<file path="config.mk">
export PLATFORM = sky130hd
export DESIGN_NAME = fp16_to_int_flat
export DESIGN_NICKNAME = d
export VERILOG_FILES = /design/src/rtl/fp16_to_int_if.sv /design/src/rtl/fp16_to_int.sv /design/src/flat_wrapper.sv
export SDC_FILE = /design/constraint.sdc
export NUM_CORES = 1
export LEC_CHECK = 0
export CAP_MARGIN = 0
export CORE_MARGIN = 2
export CORE_UTILIZATION = 37
export CTS_CLUSTER_DIAMETER = 50
export DETAILED_ROUTE_END_ITERATION = 16
export PLACE_DENSITY = 0.65
export SLEW_MARGIN = 5
export SYNTH_ARGS = -nofsm -noshare
export SYNTH_HDL_FRONTEND = slang
export SYNTH_SLANG_ARGS = --single-unit
</file>
<file path="constraint.sdc">
create_clock -name clk -period 2.9 [get_ports clk]
set_clock_uncertainty 0.1 [all_clocks]
set_input_delay 0.725 -clock clk [delete_from_list [all_inputs] [get_ports clk]]
set_output_delay 0.725 -clock clk [all_outputs]
set_load 0.01 [all_outputs]
</file>
<file path="src/rtl/fp16_to_int_if.sv">
// Handshake and data bundle for the binary16 -> int16 converter.
// master = producer/consumer side (testbench or upstream logic),
// slave  = the converter itself.
interface fp16_to_int_if;
  logic        in_valid;
  logic        in_ready;
  logic [15:0] x;
  logic        rm;
  logic        out_valid;
  logic        out_ready;
  logic [15:0] result;
  logic        invalid;
  logic        inexact;

  modport master (
    output in_valid, x, rm, out_ready,
    input  in_ready, out_valid, result, invalid, inexact
  );

  modport slave (
    input  in_valid, x, rm, out_ready,
    output in_ready, out_valid, result, invalid, inexact
  );
endinterface

</file>
<file path="src/rtl/fp16_to_int.sv">
// Multi-cycle IEEE-754 binary16 to signed int16 converter.
// The operand's significand is loaded into a 27-bit accumulator and shifted
// left one bit per cycle by the unbiased exponent; a single ROUND cycle then
// applies truncation or round-to-nearest-even, the sign and saturation.
module fp16_to_int (
  input logic          clk,
  input logic          reset_n,
  fp16_to_int_if.slave bus
);

  typedef enum logic [1:0] {IDLE, SHIFT, ROUND, DONE} state_t;

  state_t      r_state;
  state_t      w_next;

  logic [15:0] r_x;
  logic        r_rm;
  logic [26:0] r_acc;
  logic [3:0]  r_cnt;
  logic [15:0] r_result;
  logic        r_invalid;
  logic        r_inexact;
  logic        r_out_valid;

  logic        w_in_ready;
  logic        w_accept;
  logic [4:0]  w_exp;
  logic        w_do_shift;

  logic        w_sign;
  logic [4:0]  w_rexp;
  logic [9:0]  w_frac;
  logic [15:0] w_int;
  logic        w_lsb;
  logic        w_guard;
  logic        w_sticky;
  logic        w_inc;
  logic [15:0] w_mag;
  logic        w_sat;
  logic        w_sat_neg;
  logic        w_invalid;
  logic        w_inexact;
  logic [15:0] w_result;

  assign w_in_ready = (r_state == IDLE);
  assign w_accept   = bus.in_valid && w_in_ready;
  assign w_exp      = bus.x[14:10];
  // Only 1 <= E <= 14 (exp 16..29) needs shifting; everything else rounds directly.
  assign w_do_shift = (w_exp >= 5'd16) && (w_exp <= 5'd29);

  assign w_sign   = r_x[15];
  assign w_rexp   = r_x[14:10];
  assign w_frac   = r_x[9:0];
  assign w_int    = r_acc[26:11];
  assign w_lsb    = r_acc[11];
  assign w_guard  = r_acc[10];
  assign w_sticky = |r_acc[9:0];
  assign w_inc    = r_rm && w_guard && (w_sticky || w_lsb);

  assign bus.in_ready  = w_in_ready;
  assign bus.out_valid = r_out_valid;
  assign bus.result    = r_result;
  assign bus.invalid   = r_invalid;
  assign bus.inexact   = r_inexact;

  // State register.
  always_ff @(posedge clk) begin
    // NOTE: sequential state uses non-blocking assignments so every flop samples pre-edge values.
    if (!reset_n) r_state <= IDLE;
    else          r_state <= w_next;
  end

  // Next-state logic.
  always_comb begin
    // NOTE: default first so no branch leaves w_next unassigned (no inferred latch).
    w_next = r_state;
    case (r_state)
      IDLE:  if (w_accept) w_next = w_do_shift ? SHIFT : ROUND;
      SHIFT: if (r_cnt == 4'd1) w_next = ROUND;
      ROUND: w_next = DONE;
      DONE:  if (r_out_valid && bus.out_ready) w_next = IDLE;
      default: w_next = IDLE;
    endcase
  end

  // Rounding, sign and saturation evaluated from the accumulator and captured operand.
  always_comb begin
    w_mag     = '0;
    w_sat     = 1'b0;
    w_sat_neg = 1'b0;
    w_invalid = 1'b0;
    w_inexact = 1'b0;
    if (w_rexp == 5'd31) begin
      // Infinity saturates by sign; any NaN saturates positive.
      w_sat     = 1'b1;
      w_sat_neg = w_sign && (w_frac == 10'd0);
      w_invalid = 1'b1;
    end else if (w_rexp == 5'd0) begin
      w_inexact = |w_frac;
    end else if (w_rexp < 5'd15) begin
      // |x| < 1: only values above one half can round up, and only in nearest mode.
      w_inexact = 1'b1;
      if (r_rm && (w_rexp == 5'd14) && (w_frac != 10'd0)) w_mag = 16'd1;
    end else if (w_rexp >= 5'd30) begin
      // |x| >= 32768: only -32768 itself is representable.
      w_sat     = 1'b1;
      w_sat_neg = w_sign;
      w_invalid = (r_x != 16'hF800);
    end else begin
      w_mag     = w_int + {15'd0, w_inc};
      w_inexact = w_guard || w_sticky;
    end

    if (w_sat) w_result = w_sat_neg ? 16'h8000 : 16'h7FFF;
    else       w_result = w_sign ? (~w_mag + 16'd1) : w_mag;
  end

  // Datapath: operand capture, shifting, result registers and output valid.
  always_ff @(posedge clk) begin
    if (!reset_n) begin
      // NOTE: datapath registers are reset too, since reset must leave result/flags at zero.
      r_x         <= '0;
      r_rm        <= 1'b0;
      r_acc       <= '0;
      r_cnt       <= '0;
      r_result    <= '0;
      r_invalid   <= 1'b0;
      r_inexact   <= 1'b0;
      r_out_valid <= 1'b0;
    end else begin
      case (r_state)
        IDLE: begin
          if (w_accept) begin
            r_x   <= bus.x;
            r_rm  <= bus.rm;
            r_acc <= {15'd0, 1'b1, bus.x[9:0], 1'b0};
            r_cnt <= w_do_shift ? 4'(w_exp - 5'd15) : 4'd0;
          end
        end
        SHIFT: begin
          r_acc <= {r_acc[25:0], 1'b0};
          r_cnt <= r_cnt - 4'd1;
        end
        ROUND: begin
          r_result  <= w_result;
          r_invalid <= w_invalid;
          r_inexact <= w_inexact;
        end
        DONE: begin
          // Valid rises one edge into DONE and drops on the consuming edge.
          r_out_valid <= !(r_out_valid && bus.out_ready);
        end
        default: ;
      endcase
    end
  end

endmodule

</file>
<file path="src/flat_wrapper.sv">
// flat-port wrapper written by rule: the top's interface ports become plain ports
module fp16_to_int_flat 
  (clk, reset_n, bus_in_valid, bus_x, bus_rm, bus_out_ready, bus_in_ready, bus_out_valid, bus_result, bus_invalid, bus_inexact);
  fp16_to_int_if bus_i ();
  input logic clk;
  input logic reset_n;
  input wire logic [$bits(bus_i.in_valid)-1:0] bus_in_valid;
  input wire logic [$bits(bus_i.x)-1:0] bus_x;
  input wire logic [$bits(bus_i.rm)-1:0] bus_rm;
  input wire logic [$bits(bus_i.out_ready)-1:0] bus_out_ready;
  output wire logic [$bits(bus_i.in_ready)-1:0] bus_in_ready;
  output wire logic [$bits(bus_i.out_valid)-1:0] bus_out_valid;
  output wire logic [$bits(bus_i.result)-1:0] bus_result;
  output wire logic [$bits(bus_i.invalid)-1:0] bus_invalid;
  output wire logic [$bits(bus_i.inexact)-1:0] bus_inexact;
  assign bus_i.in_valid = bus_in_valid;
  assign bus_i.x = bus_x;
  assign bus_i.rm = bus_rm;
  assign bus_i.out_ready = bus_out_ready;
  assign bus_in_ready = bus_i.in_ready;
  assign bus_out_valid = bus_i.out_valid;
  assign bus_result = bus_i.result;
  assign bus_invalid = bus_i.invalid;
  assign bus_inexact = bus_i.inexact;
  fp16_to_int u_core (.clk(clk), .reset_n(reset_n), .bus(bus_i));
endmodule
</file>
==> Word-level counts from Yosys, hierarchy flattened <==
Index checks and enable logic that the tools add are counted.
{ "totals": {"regBits": 69, "inputBits": 21, "out_inout_bits": 20, "elab_cells": 83} }
{ "classes": {"n_addsub": 4, "magnitude_cmp": 4, "n_eq_ne": 10, "mux": 34, "bitwise_logic": 1, "reduce_logical": 21} }
{ "ops": {"columns": ["op", "count"], "rows": [
  ["16-bit two-way mux", 7],
  ["27-bit one-hot mux with 2 select lines", 1],
  ["27-bit two-way mux", 1],
  ["10-bit OR reduction", 2],
  ["1-bit two-way mux", 17],
  ["16-bit by 1-bit adder with 16-bit output", 1],
  ["16-bit by 1-bit adder with 16-bit output (second input constant)", 1],
  ["16-bit inequality test (second input constant)", 1],
  ["16-bit inverter", 1],
  ["5-bit greater-or-equal comparator (second input constant)", 2],
  ["10-bit zero test", 1],
  ["10-bit nonzero test", 1],
  ["1-bit logical AND", 8],
  ["2-bit two-way mux", 4],
  ["4-bit two-way mux", 2],
  ["2-bit one-hot mux with 4 select lines", 1],
  ["4-bit one-hot mux with 2 select lines", 1],
  ["5-bit by 4-bit equality test with 1-bit output (second input constant)", 1],
  ["5-bit equality test (second input constant)", 1],
  ["5-bit less-or-equal comparator (second input constant)", 1],
  ["5-bit zero test", 1],
  ["5-bit by 4-bit < comparator with 1-bit output (second input constant)", 1],
  ["2-bit equality test (second input constant)", 2],
  ["4-bit by 1-bit equality test with 1-bit output (second input constant)", 1],
  ["11 further kinds", 14]
]} }

==> Longest topological paths before layout <==
Gate-level depths: netlist of the first run.
{ "logic_depth": {"depth_word": 12, "mapped_depth": 11, "depth_no_buf": 10} }

==> Worst setup path after synthesis of the first run <==
OpenSTA, ideal clock, no wires.
{ "synth_timing": {"path_type": "register to register", "startpoint": "register u_core.r_x[13]", "endpoint": "register u_core.r_result[14] (netlist: u_core.bus.result[14])", "setup_time_ns": 0.072, "arrival_ns": 2.332, "required_time_ns": 2.728, "slack_ns": 0.396, "stages_incl_launch_ff": 11, "path_buffers": 2, "synth_period_minus_slack_ns": 2.504, "path_cell_list": "dfxtp_1 and3_1 buf_2 mux2_2 clkbuf_1 nand2_1 ha_1 o21ai_2 o41ai_1 mux2_1 o21ai_1"} }
{ "synth_between": {"elab_chain_len": 11, "elab_cells_between_ends": 25, "cone_classes": "add/sub (1); order compare (2); eq/ne (2); mux (16); bitwise (1); reduce/logical (3)"} }
{ "synth_rtl": {"columns": ["item", "line_no", "rtl"], "rows": [
  ["start: declaration", "fp16_to_int.sv:16", "logic [15:0] r_x;"],
  ["start signal: assignment", "fp16_to_int.sv:134", "r_x <= bus.x;"],
  ["branches (longest 10 deep; another with 16-bit by 1-bit adder with 16-bit output)", null, null],
  ["16-bit two-way mux (*)", "fp16_to_int.sv:114", "if (w_sat) w_result = w_sat_neg ? 16'h8000 : 16'h7FFF;"],
  ["end signal: assignment", "fp16_to_int.sv:145", "r_result <= w_result;"],
  ["end: declaration", "fp16_to_int.sv:20", "logic [15:0] r_result;"]
]} }
Every way passes the cells marked *.
A chain may end at the register's enable or synchronous reset.

==> Final worst setup path of the first run <==
{ "layout_timing": {"startpoint": "register u_core.r_rm", "endpoint": "register u_core.r_result[12] (netlist: u_core.bus.result[12])"} }
{ "layout_between": {"elab_chain_len": 11, "elab_cells_between_ends": 14, "cone_classes": "add/sub (2); mux (7); bitwise (1); reduce/logical (4)"} }
{ "layout_rtl": {"columns": ["item", "line_no", "rtl"], "rows": [
  ["start: declaration", "fp16_to_int.sv:17", "logic r_rm;"],
  ["start signal: assignment", "fp16_to_int.sv:135", "r_rm <= bus.rm;"],
  ["1-bit logical AND (2 in a row)", "fp16_to_int.sv:58", "assign w_inc = r_rm && w_guard && (w_sticky || w_lsb);"],
  ["16-bit by 1-bit adder with 16-bit output", "fp16_to_int.sv:110", "w_mag = w_int + {15'd0, w_inc};"],
  ["16-bit two-way mux", "fp16_to_int.sv:104", "end else if (w_rexp >= 5'd30) begin"],
  ["16-bit two-way mux (*)", "fp16_to_int.sv:100", "end else if (w_rexp < 5'd15) begin"],
  ["16-bit two-way mux (*)", "fp16_to_int.sv:98", "end else if (w_rexp == 5'd0) begin"],
  ["16-bit two-way mux (*)", "fp16_to_int.sv:93", "if (w_rexp == 5'd31) begin"],
  ["16-bit inverter", "fp16_to_int.sv:115", "else w_result = w_sign ? (~w_mag + 16'd1) : w_mag;"],
  ["16-bit by 1-bit adder with 16-bit output", "fp16_to_int.sv:115", null],
  ["16-bit two-way mux (*)", "fp16_to_int.sv:115", null],
  ["16-bit two-way mux (*)", "fp16_to_int.sv:114", null]
]} }
Every way passes the cells marked *; elsewhere a longest branch is shown, timed or not.

==> results.sh, run 1 <==
export IMPL_nets=545
export IMPL_clkLatencyLatePin_ns=0.35
export IMPL_timing_fmax_mhz=377.4
export IMPL_drt_iter0_markers=175
export IMPL_syn_inst=483
export IMPL_synth_edf_count=0
export IMPL_root_buffer="clkbuf_8"
export IMPL_synth_compound_area_share_pct=26.30
export IMPL_slowest_delay_ns=0.49
export IMPL_nFillCells=1071
export IMPL_cts_buffer_depth=2
export IMPL_post_cts_setup_buffers=0
export IMPL_path_cells="nand2_1 > a311oi_1 > a21oi_1 > a211o_1 > ha_1 > o21ai_2 > o31ai_2 > nor3_1 > o221ai_1 > o31a_1"
export IMPL_routedWlPerCell_um=15.22
export IMPL_yosysTopAreaCellShare_pct=33.95
export IMPL_synth_flop_cell="dfxtp_1"
export IMPL_worstPathRequired_ns=3.04
export IMPL_cts_resized=0
export IMPL_io_buffers=40
export IMPL_fin_util_pct=44.39
export IMPL_die_h_um=108.1
export IMPL_cts_tree="yes"
export IMPL_ir_drop_mv=0.3322
export IMPL_synthSimpleGateAreaFrac_pct=22.25
export IMPL_holdWs_ns=0.3699
export IMPL_finalHoldViolCount=0
export IMPL_worst_slack_ns=0.2500
export IMPL_ant_nets=0
export IMPL_synth_seq_cells=68
export IMPL_pre_cts_ws_ns=0.3166
export IMPL_synth_xor_area_share_pct=4.587
export IMPL_finalPower_mw=3.413
export IMPL_cp_max_fo=7
export IMPL_path_clk_slew_ns=0.08
export IMPL_dp_hpwl_um=7223
export IMPL_tightest_slew_ns=0.5973
export IMPL_rsz0062_at_grt="false"
export IMPL_pin_count=41
export IMPL_yosys_warnings=0
export IMPL_worst_setup_path_start_kind="flip-flop"
export IMPL_dpl_cell_area_sq_um=4557
export IMPL_coreArea_sq_um=10700
export IMPL_drive_above_1_share_pct=10.60
export IMPL_synth_top_area_cell="dfxtp_1"
export IMPL_gp_congestion=0.8922
export IMPL_ys_seq_area_share_pct=33.95
export IMPL_muxShareOfSynthArea_pct=4.618
export IMPL_powerDensity_nw_per_um2=718.7
export IMPL_arrival_ns=2.79
export IMPL_grtUsageTotal_pct=18.08
export IMPL_clock_sinks=68
export IMPL_setup_tns_ns=0
export IMPL_max_slew_margin_pct=60.18
export IMPL_drt_wl_total_um=10030
export IMPL_diodes=0
export IMPL_slew_violations=0
export IMPL_synth_nets=514
export IMPL_cp_end_kind="flip-flop"
export IMPL_area_delta_synth_final_pct=18.41
export IMPL_cts_hold_buf=0
export IMPL_cp_depth=10
export IMPL_p_leak_nw=1.757
export IMPL_grt_max_degree=42
export IMPL_ys_types=67
export IMPL_die_area_sq_um=11690
export IMPL_min_period_ns=2.650
export IMPL_run_status="finished clean"
export IMPL_hold_path_class="flip-flop to flip-flop"
export IMPL_antenna_found_initial=0
export IMPL_place_inst=643
export IMPL_drc_errors=0
export IMPL_dr_total_vias=3655
export IMPL_synth_top_family_by_area="compound AO/OA/AOI/OAI gates"
export IMPL_initial_core_util_pct=37.49
export IMPL_grt_pass1_wl_um=16790
export IMPL_grt_ovfl_total=0
export IMPL_fin_cells=659
export IMPL_synthAdderAreaFrac_pct=3.120
export IMPL_crit_type="flip-flop to flip-flop"
export IMPL_die_w_um=108.1
export IMPL_grt_pass1_vias=3386
export IMPL_ys_top_cells_by_area="dfxtp_1, nand2_1, xnor2_1"
export IMPL_viasPerCell=5.546
export IMPL_async_flop_share_pct=0
export IMPL_fin_crit_sh_pct=91.38
export IMPL_hold_depth=2
export IMPL_reg2reg_depth=10
export IMPL_syn_area_sq_um=4010
export IMPL_htree_num_levels=3
export IMPL_dr_pass1_iters=5
export IMPL_critPathSlowestCell="dfxtp_1"
export IMPL_crit_family="compound AO/OA/AOI/OAI gates"
export IMPL_crit_buf_inv=0
export IMPL_numCtsBuffers=9
export IMPL_syn_avg_cell_area_sq_um=8.302
export IMPL_rows=38
export IMPL_finalInstanceArea_sq_um=4748
export IMPL_maxCapViolCount=0
export IMPL_setup_viol=0
## area by class of cell
type                            count  area [sq um]  share of cell area, %
Clock buffer                        9         123.9                  2.609
Clock inverter                      7         67.56                  1.423
Inverter                           13         48.80                  1.028
Multi-Input combinational cell    364          2441                  51.41
Sequential cell                    68          1361                  28.67
Tap cell                          140         175.2                  3.689
Timing Repair Buffer               58         530.5                  11.17
## placed cells by master (no fill, tap or decap), types with 3 or more instances in the layout
cell / n
a211oi_1: 3
a21boi_0: 17
a21o_1: 3
a21oi_1: 26
a22oi_1: 15
a311o_1: 3
a31oi_1: 9
and2_1: 5
and3_1: 4
buf_4: 18
clkbuf_8: 9
clkdlybuf4s50_1: 39
clkinv_2: 3
clkinvlp_4: 3
dfxtp_1: 68
ha_1: 10
inv_1: 13
mux2i_1: 14
nand2_1: 69
nand3_1: 8
nor2_1: 23
nor2b_1: 21
nor3_1: 7
nor4_1: 6
o211a_1: 11
o21a_1: 4
o21ai_0: 27
o21ai_1: 4
o221ai_1: 3
o31ai_1: 3
xnor2_1: 18
xor2_1: 3
## cells by family after synthesis
group	after synthesis
multiplexers	17
buffers and inverters	51
adder cells (fa/ha/maj)	10
AO/OA/AOI/OAI	150
flip-flops	68
XOR/XNOR	21
AND/OR/NAND/NOR	166
## power by group
part           total, mW  switching, mW  internal (mW)
Combinational       1.28          0.708          0.576
Sequential          1.35          0.187           1.17
Clock              0.776          0.384          0.392
Total               3.41           1.28           2.13
## tightest hold or removal path, stage by stage (launching register included)
cell and delay, ns:
dfxtp_1 0.32, nand2_1 0.05, a21boi_0 0.06
## state kept, by name (all words and copies together) (netlist names)
| name | count |
|---|---|
| u_core.bus.invalid | 1 |
| u_core.r_x | 16 |
| u_core.bus.inexact | 1 |
| u_core.r_state | 2 |
| u_core.r_rm | 1 |
| u_core.r_cnt | 4 |
| u_core.bus.out_valid | 1 |
| u_core.bus.result | 16 |
| u_core.r_acc | 26 |
## per-layer routing
layer  up-vias  part of all wire (%)  track usage [%]
met3        15                   4.5            3.677
met2        85                    48            30.32
met5         -                     0                0
met1      1750                    46            23.07
li1       1805                     -                -
met4         0                   1.5            6.319
## synth_stat cells, types with 4 or more instances
cell type	number
buf_2	10
and3_1	4
o21a_1	4
mux2i_1	14
ha_1	10
dfxtp_1	68
nor2_1	23
o21ai_0	28
a21oi_1	26
a31oi_1	9
nor2b_1	21
a21boi_0	17
inv_1	13
a22oi_1	15
nor3_1	7
nand3_1	8
nand2_1	69
o211a_1	11
nor4_1	6
and2_1	5
xnor2_1	18
clkbuf_1	26
## final timing paths
| path | to | start | slack [ns] |
|---|---|---|---|
| max | u_core.bus.result[12] | u_core.r_rm | 0.25 |
| max reg2reg | u_core.bus.result[12] | u_core.r_rm | 0.25 |
| min reg2reg | u_core.r_x[4] | u_core.r_x[4] | 0.37 |
| min | u_core.r_x[4] | u_core.r_x[4] | 0.37 |
Power figures use the tool's default switching activity.
==> inputs of run 2 (changes only) <==
- CELL_PAD_IN_SITES_DETAIL_PLACEMENT: unset -> 0
- CELL_PAD_IN_SITES_GLOBAL_PLACEMENT: unset -> 1
- PLACE_DENSITY: 0.65 -> 0.79
- RECOVER_POWER: unset -> 50
==> run 2 against run 1 <==
Die area is the same. Setup slack gained 0.0068 ns. Largest power group unchanged. Non-clock buffer count shrank 4. Power grew 0.25%. Routed wire length grew 2.6%. Combinational power is essentially flat. Cell count shrank 0.61%. Critical path depth shrank 1. Register-to-register slack is essentially flat. Critical endpoint is now u_core.bus.result[14].
==> results.sh, run 2 (same netlist as run 1, synthesis figures left out) <==
export IMPL_multi_input_comb_area_sq_um=2454
export IMPL_diodes=0
export IMPL_p_leak_nw=1.801
export IMPL_powerDensity_nw_per_um2=722.0
export IMPL_hold_depth=2
export IMPL_cts_hold_buf=0
export IMPL_initial_core_util_pct=37.49
export IMPL_ff2ff_setup_slack_ns=0.26
export IMPL_nets=541
export IMPL_dr_total_vias=3564
export IMPL_maxUsedRoutingLayer="met4"
export IMPL_reg2reg_depth=9
export IMPL_fin_crit_sh_pct=91.14
export IMPL_antenna_found_initial=0
export IMPL_gp_congestion=0.8433
export IMPL_dr_wl_met2_um=4976
export IMPL_root_buffer="clkbuf_8"
export IMPL_grt_max_degree=69
export IMPL_die_h_um=108.1
export IMPL_run_status="finished clean"
export IMPL_wl_met3_um=293
export IMPL_cts_tree="yes"
export IMPL_cp_startpoint="u_core.r_x[0]"
export IMPL_finalInstanceArea_sq_um=4738
export IMPL_clock_sinks=68
export IMPL_largest_reg_flops=26
export IMPL_setup_viol=0
export IMPL_arrival_ns=2.83
export IMPL_grt_ovfl_total=0
export IMPL_grtUsageTotal_pct=19.01
export IMPL_layout_commonest_cell="nand2_1"
export IMPL_drt_wl_total_um=10290
export IMPL_dpl_cell_area_sq_um=4527
export IMPL_drive_above_1_share_pct=9.903
export IMPL_worstPathRequired_ns=3.08
export IMPL_crit_end="u_core.bus.result[14]"
export IMPL_r2r_start="u_core.r_x[0]"
export IMPL_regArea_sq_um=1361
export IMPL_cts_buffer_depth=2
export IMPL_hold_path_class="flip-flop to flip-flop"
export IMPL_dr_pass1_iters=4
export IMPL_fin_util_pct=44.29
export IMPL_dp_hpwl_um=7353
export IMPL_worst_slack_ns=0.2569
export IMPL_timing_fmax_mhz=378.3
export IMPL_pin_count=41
export IMPL_rows=38
export IMPL_pre_cts_ws_ns=0.1972
export IMPL_cp_end_kind="flip-flop"
export IMPL_routedWlPerCell_um=15.71
export IMPL_finalPower_mw=3.421
export IMPL_met1_length_um=4839
export IMPL_die_area_sq_um=11690
export IMPL_area_delta_synth_final_pct=18.16
export IMPL_maxCapViolCount=0
export IMPL_r2r_end="u_core.bus.result[14]"
export IMPL_drt_iter0_markers=230
export IMPL_tightest_slew_ns=1.136
export IMPL_finalHoldViolCount=0
export IMPL_largest_register="u_core.r_acc"
export IMPL_die_w_um=108.1
export IMPL_ir_drop_mv=0.2835
export IMPL_min_period_ns=2.643
export IMPL_numCtsBuffers=9
export IMPL_htree_num_levels=3
export IMPL_nFillCells=1069
export IMPL_slew_violations=0
export IMPL_coreArea_sq_um=10700
export IMPL_io_buffers=40
export IMPL_ant_nets=0
export IMPL_grt_pass1_vias=3574
export IMPL_max_slew_margin_pct=24.28
export IMPL_clkLatencyLatePin_ns=0.35
export IMPL_cp_max_fo=7
export IMPL_drc_errors=0
export IMPL_viasPerCell=5.441
export IMPL_worst_setup_path_start_kind="flip-flop"
export IMPL_path_clk_slew_ns=0.08
export IMPL_grt_pass1_wl_um=17640
export IMPL_final_cell_mix="nand2_1, dfxtp_1, o21ai_0"
export IMPL_crit_type="flip-flop to flip-flop"
-- run 2: cell count changes in the layout (fill, tap and decap cells not counted), sizes merged --
cell	before	now
clkdlybuf4s50	39	20
dlygate4sd3	0	19
clkbuf	9	14
clkinvlp	3	1
buf	19	13
clkinv	3	2
-- run 2: through the flow --
step	cells	TNS, ns	hold slack (ns)
after floorplan	483	0	0.3431
after detailed placement	639	0	0.3588
final	655	0	0.3704
after CTS	655	0	0.3700
after global placement	639	0	0.3508
after global routing	655	-0.01297	0.3899
-- run 2: repair_timing --
| item | 4_1_cts | 5_1_grt |
|---|---|---|
| buffers inserted | 0 | 0 |
| gates resized for setup | 0 | 2 |
| endpoints found under the setup margin | 0 | 2 |
-- run 2: worst min-delay path by stage --
stage | from | to | slack [ns]
CTS | u_core.r_x[6] | u_core.r_x[6] | 0.37
global placement | u_core.r_x[6] | u_core.r_x[6] | 0.35
global route | u_core.bus.result[15] | u_core.bus.result[15] | 0.39
detailed placement | u_core.r_x[6] | u_core.r_x[6] | 0.36
floorplan | u_core.r_x[3] | u_core.r_x[3] | 0.34
finish | u_core.r_x[6] | u_core.r_x[6] | 0.37
-- run 2: critical path: stages, from the launching register on --
cell	delay, ns
dfxtp_1	0.31
nor4_1	0.34
nand3_1	0.21
a31oi_2	0.29
a211o_1	0.16
ha_1	0.18
o21ai_2	0.11
o41ai_1	0.43
mux2_1	0.36
o21ai_1	0.07
-- run 2: final cells by class --
type / instances / share of cell area [%]
clock buffer: 12 / 3.274
timing repair buffer: 54 / 10.48
tap: 140 / 3.697
sequential: 68 / 28.73
multi-input combinational: 364 / 51.78
inverter: 13 / 1.030
clock inverter: 4 / 1.003
-- run 2: routing by layer --
layer  global-route usage (%)  vias up
met3                    3.496       16
met1                    23.97     1703
met2                    32.52       58
met5                        0        -
li1                         -     1787
met4                    6.593        0
-- run 2: report_power, final --
part	switching, mW	total (mW)	internal (mW)
clock network	0.373	0.815	0.442
registers	0.188	1.35	1.17
logic	0.714	1.25	0.539
